<file path="config.mk">
export PLATFORM = sky130hd
export DESIGN_NAME = vram_write_scheduler
export DESIGN_NICKNAME = d
export VERILOG_FILES = /design/src/rtl/vram_write_scheduler.sv
export SDC_FILE = /design/constraint.sdc
export NUM_CORES = 1
export LEC_CHECK = 0
export ABC_AREA = 1
export ABC_CLOCK_PERIOD_IN_PS = 9600
export BUFFER_PORTS_ARGS = -buffer_cell sky130_fd_sc_hd__buf_2
export CAP_MARGIN = 25
export CORE_ASPECT_RATIO = 1.1
export CORE_UTILIZATION = 65
export CTS_BUF_LIST = sky130_fd_sc_hd__clkbuf_2
export DETAILED_ROUTE_END_ITERATION = 10
export PLACE_DENSITY_LB_ADDON = 0.2
export SKIP_LAST_GASP = 1
export SYNTH_ARGS = -nofsm -noshare
export SYNTH_HDL_FRONTEND = slang
export SYNTH_SLANG_ARGS = --single-unit
</file>
<file path="constraint.sdc">
create_clock -name clk_i -period 9.6 [get_ports clk_i]
set_input_delay 2.4 -clock clk_i [delete_from_list [all_inputs] [get_ports clk_i]]
set_output_delay 2.4 -clock clk_i [all_outputs]
set_load 0.03 [all_outputs]
</file>
<file path="src/rtl/vram_write_scheduler.sv">
// rtl/vram_write_scheduler.sv - CPU-to-VRAM write FIFO replayed only inside the video writable window
// Optional: define VRAM_WSCHED_STATS_EN to add drop_count_o and peak_count_o.
`ifndef VRAM_ADDR_WIDTH
`define VRAM_ADDR_WIDTH 13
`endif

module vram_write_scheduler #(
    parameter int ADDR_W   = `VRAM_ADDR_WIDTH,
    parameter int DATA_W   = 8,
    parameter int DEPTH_LG = 4
) (
    input  logic              clk_i,
    input  logic              rst_n_i,
    input  logic              writable_i,
    input  logic              flush_i,
    input  logic              cpu_wr_valid_i,
    input  logic [ADDR_W-1:0] cpu_wr_addr_i,
    input  logic [DATA_W-1:0] cpu_wr_data_i,
    output logic              cpu_wr_ready_o,
    output logic              vram_we_o,
    output logic [ADDR_W-1:0] vram_address_o,
    output logic [DATA_W-1:0] vram_data_o,
    output logic [DEPTH_LG:0] fifo_count_o,
    output logic              overflow_o,
`ifdef VRAM_WSCHED_STATS_EN
    output logic [15:0]       drop_count_o,
    output logic [DEPTH_LG:0] peak_count_o,
`endif
    output logic              busy_o
);

    localparam int DEPTH = 1 << DEPTH_LG;

    typedef enum logic [1:0] {
        S_IDLE  = 2'd0,
        S_WAIT  = 2'd1,
        S_DRAIN = 2'd2
    } state_e;

    state_e              state_q, state_d;
    logic [DEPTH_LG:0]   wr_ptr_q, wr_ptr_d;
    logic [DEPTH_LG:0]   rd_ptr_q, rd_ptr_d;
    logic [DEPTH_LG:0]   count_d;
    logic                overflow_q, overflow_d;

    logic [ADDR_W-1:0]   addr_mem [DEPTH];
    logic [DATA_W-1:0]   data_mem [DEPTH];

    logic full, empty, push, pop, drop;

    assign empty = (wr_ptr_q == rd_ptr_q);
    assign full  = ((wr_ptr_q ^ rd_ptr_q) == {1'b1, {DEPTH_LG{1'b0}}});

    // The strobe comes only from registered state/pointers plus window and flush,
    // so ready never depends on the same-cycle pop.
    assign vram_we_o = (state_q == S_DRAIN) && writable_i && !empty && !flush_i;
    assign pop       = vram_we_o;

    // A write presented while full still lands if the head retires in the same cycle.
    assign push = cpu_wr_valid_i && (!full || pop) && !flush_i;
    assign drop = cpu_wr_valid_i && full && !pop && !flush_i;

    assign cpu_wr_ready_o = !full;
    assign fifo_count_o   = wr_ptr_q - rd_ptr_q;
    assign busy_o         = !empty;
    assign overflow_o     = overflow_q;

    assign vram_address_o = empty ? '0 : addr_mem[rd_ptr_q[DEPTH_LG-1:0]];
    assign vram_data_o    = empty ? '0 : data_mem[rd_ptr_q[DEPTH_LG-1:0]];

    always_comb begin
        wr_ptr_d   = wr_ptr_q + {{DEPTH_LG{1'b0}}, push};
        rd_ptr_d   = flush_i ? wr_ptr_q : (rd_ptr_q + {{DEPTH_LG{1'b0}}, pop});
        count_d    = wr_ptr_d - rd_ptr_d;
        overflow_d = flush_i ? 1'b0 : (overflow_q | drop);
    end

    always_comb begin
        state_d = state_q;
        if (flush_i) begin
            state_d = S_IDLE;
        end else begin
            case (state_q)
                S_IDLE: begin
                    if (push) state_d = writable_i ? S_DRAIN : S_WAIT;
                end
                S_WAIT: begin
                    if (writable_i) state_d = S_DRAIN;
                end
                S_DRAIN: begin
                    if (count_d == '0)    state_d = S_IDLE;
                    else if (!writable_i) state_d = S_WAIT;
                end
                default: state_d = S_IDLE;
            endcase
        end
    end

    always_ff @(posedge clk_i or negedge rst_n_i) begin
        if (!rst_n_i) begin
            state_q    <= S_IDLE;
            wr_ptr_q   <= '0;
            rd_ptr_q   <= '0;
            overflow_q <= 1'b0;
        end else begin
            state_q    <= state_d;
            wr_ptr_q   <= wr_ptr_d;
            rd_ptr_q   <= rd_ptr_d;
            overflow_q <= overflow_d;
        end
    end

    // Storage needs no reset: the head outputs are masked while empty.
    always_ff @(posedge clk_i) begin
        if (push) begin
            addr_mem[wr_ptr_q[DEPTH_LG-1:0]] <= cpu_wr_addr_i;
            data_mem[wr_ptr_q[DEPTH_LG-1:0]] <= cpu_wr_data_i;
        end
    end

`ifdef VRAM_WSCHED_STATS_EN
    logic [15:0]       drop_cnt_q, drop_cnt_d;
    logic [DEPTH_LG:0] peak_q, peak_d;

    always_comb begin
        drop_cnt_d = drop_cnt_q;
        peak_d     = peak_q;
        if (flush_i) begin
            drop_cnt_d = '0;
            peak_d     = '0;
        end else begin
            if (drop && (drop_cnt_q != 16'hFFFF)) drop_cnt_d = drop_cnt_q + 16'd1;
            if (count_d > peak_q)                 peak_d     = count_d;
        end
    end

    always_ff @(posedge clk_i or negedge rst_n_i) begin
        if (!rst_n_i) begin
            drop_cnt_q <= '0;
            peak_q     <= '0;
        end else begin
            drop_cnt_q <= drop_cnt_d;
            peak_q     <= peak_d;
        end
    end

    assign drop_count_o = drop_cnt_q;
    assign peak_count_o = peak_q;
`endif

endmodule

</file>
==> metrics.yaml <==
worst_setup_path:
  cp_data_arrival_time_ps: 4450
  crit_end_element: "output pin"
  critical_path_class: "reg -> out"
  worstRegToRegCells: 23
  critical_path_required_ps: 7200
  worst_setup_path_start_kind: "flop"
  critPathMaxFanout: 64
sta:
  timing.slew.headroom: 0.2656
  worst_hold_slack_ps: 524.2
  timing.final.setup_violations: 0
  timing.final.crit_period_ps: 6852
  tightestPinTransition_ps: 1100
  layout_worst_path_cycle_share: 0.7138
  post-route-worst-setup-slack_ps: 2748
  finClkSkew_ps: 79.36
  final-hold-violation-count: 0
  maxSlewViolCount: 0
  max_freq_ghz: 0.1459
  final.setup.tns_ps: 0
  grt_setup_unrepaired: "false"
synth:
  synth.yosys.seq_area_share: 0.7375
  synthesis.yosys.warnings: 0
  post_synth.cell_area_avg_sq_um: 13.31
  synthesis.nets: 1100
  netlist_instances: 1061
  synth-seq-cells: 349
  number_of_distinct_library_cells_after_synthesis: 31
  synth.cell_area_sq_um: 14120
clock_network:
  cts_resized: 0
  cts_root_buffer: "clkbuf_2"
  h_tree_levels: 3
  ctsLongestPathBuffers: 3
  clock_pin_slew_worst_setup_and_hold_paths_ps: 110
  insertion_delay_ps: 860
  cts_made_buffers: 81
  number_of_clock_sinks: 349
  cts_tree: "yes"
  post_cts.repair.setup_buffers: 0
  post_cts_hold_buffer_count: 0
floorplanning:
  core_sq_um: 21300
  width_of_the_chip_um: 142.5
  die_h_um: 156.6
  die-area_sq_um: 22320
  floorplan.rows: 56
  num_io_pins: 56
  initial_core_util: 0.6630
hold_path:
  worst_hold_path.num_cells: 2
  min_path_type: "reg -> reg"
final_layout:
  flow.area_growth_from_synthesis_pct: 9.542
  commonest_non_fill_non_tap_cell_in_the_layout: "edfxtp_1"
  final_cell_count_no_fill: 1513
  area_of_all_sequential_standard_cells_sq_um: 10420
  mostFrequentLayoutCells: "edfxtp_1 (336), nand2_1 (147), clkbuf_2 (113)"
  filler_cell_count: 1453
  multi_input_comb_area_sq_um: 3351
  final_nets: 1200
  layout-drive-gt1-share: 0.1884
global_route:
  first_pass_grt_wire_length_um: 49670
  pin_count_of_the_biggest_net_entering_global_routing: 81
  initial_antenna_violation_count: 1
  overflow: 0
  grt_pass1_vias: 9103
  grtUsageTotal: 0.3067
detailed_routing:
  detail_route.drc_violations: 0
  vias: 9306
  totalWireLength_um: 33060
  dr.pass1.iters: 5
  routed_wire_length_per_instance_um: 21.85
  detail_route.vias_per_cell: 6.151
  drt_iter0_drc: 860
  ant_nets: 0
placed_design:
  placed_cells: 1368
  dp.final_hpwl_um: 18070
  port-buffer-count: 55
  dp_worst_slack_ps: 3685
  place.gp.congestion: 0.8164
power:
  ir_worst_vdd_v: 0.0003279
  p_leak_nw: 5.516
  totalPowerFinal_w: 0.004430
  power_per_cell_area_nw_per_um2: 286.3
status:
  status: "complete, no violations"
run:
  drv_cap: 0
[cells in the mapped netlist (all sizes together)]
cell    instances  area [sq um]
xor2            4         35.03
a31oi           2         12.51
mux2i          42         420.4
inv            35         133.9
nor2          109         414.2
nand3          26         135.1
nor3           21         105.1
o221ai         21         183.9
nand4           2         12.51
nand2         151         574.3
a21o            1         7.510
clkbuf         37         138.9
a211oi         21         157.7
dfrtp          13         325.3
fa              1         20.02
o21ai          91         455.4
buf            24         126.4
a21oi          66         330.3
edfxtp        336         10090
ha             12         150.1
o211ai          1         7.510
xnor2           2         17.52
o22ai          43         269.0
[cell families after synthesis]
family,Yosys count,share of synthesized area
AND/OR/NAND/NOR,309,0.08789
buffers and inverters,96,0.02826
flip-flops,349,0.7375
XOR/XNOR,6,0.003721
AO/OA/AOI/OAI,246,0.1008
multiplexers,42,0.02977
adder cells (fa/ha/maj),13,0.01205
[flip-flops by register name (all words and copies together), names as in the netlist]
signal / cells
addr_mem: 208
rd_ptr_q: 5
overflow_o: 1
state_q: 2
data_mem: 128
wr_ptr_q: 5
[final timing paths]
path / slack [ps] / start / endpoint
worst max register to register: 4580 / rd_ptr_q[1] / state_q[0]
max in group asynchronous: 7850 / rst_n_i / rd_ptr_q[0]
worst min register to register: 520 / overflow_o / overflow_o
worst max-delay path: 2750 / rd_ptr_q[0] / vram_address_o[12]
min in group asynchronous: 1430 / rst_n_i / rd_ptr_q[3]
worst min-delay path: 520 / overflow_o / overflow_o
[where the power goes]
part	total, W	switching [W]	internal [W]
registers	0.00184	0.0000732	0.00177
logic	0.00169	0.00120	0.000489
clock network	0.000901	0.000555	0.000345
total	0.00443	0.00183	0.00260
[metal layers]
layer / track usage / wire length [um] / share of wire
met5: 0 / 0 / 0
met4: 0.1372 / 969 / 0.029
met3: 0.05508 / 3004 / 0.091
met2: 0.5196 / 16850 / 0.51
met1: 0.3889 / 12230 / 0.37
[final cells by class]
type	count	area share
flip-flops and latches	349	0.6735
clock buffers	113	0.03656
clock inverters	30	0.009786
diodes	2	0.0003235
well taps	290	0.02346
multi-input cells	616	0.2166
inverters	35	0.008735
repair buffers	78	0.03106
[metrics by stage]
step | area (sq um) | utilization
6_report | 15470 | 0.7263
5_1_grt | 15470 | 0.7262
4_1_cts | 15460 | 0.7260
3_5_place_dp | 14750 | 0.6924
3_3_place_gp | 14700 | 0.6901
2_1_floorplan | 14120 | -
[worst max-delay path, stage by stage, from the launching register on]
cell and delay, ps:
dfrtp_4 810, buf_4 700, buf_4 740, o21ai_0 220, o22ai_1 230, a21oi_1 120, a211oi_1 480, buf_2 300
Note: power is estimated with default switching activity, not from simulation.
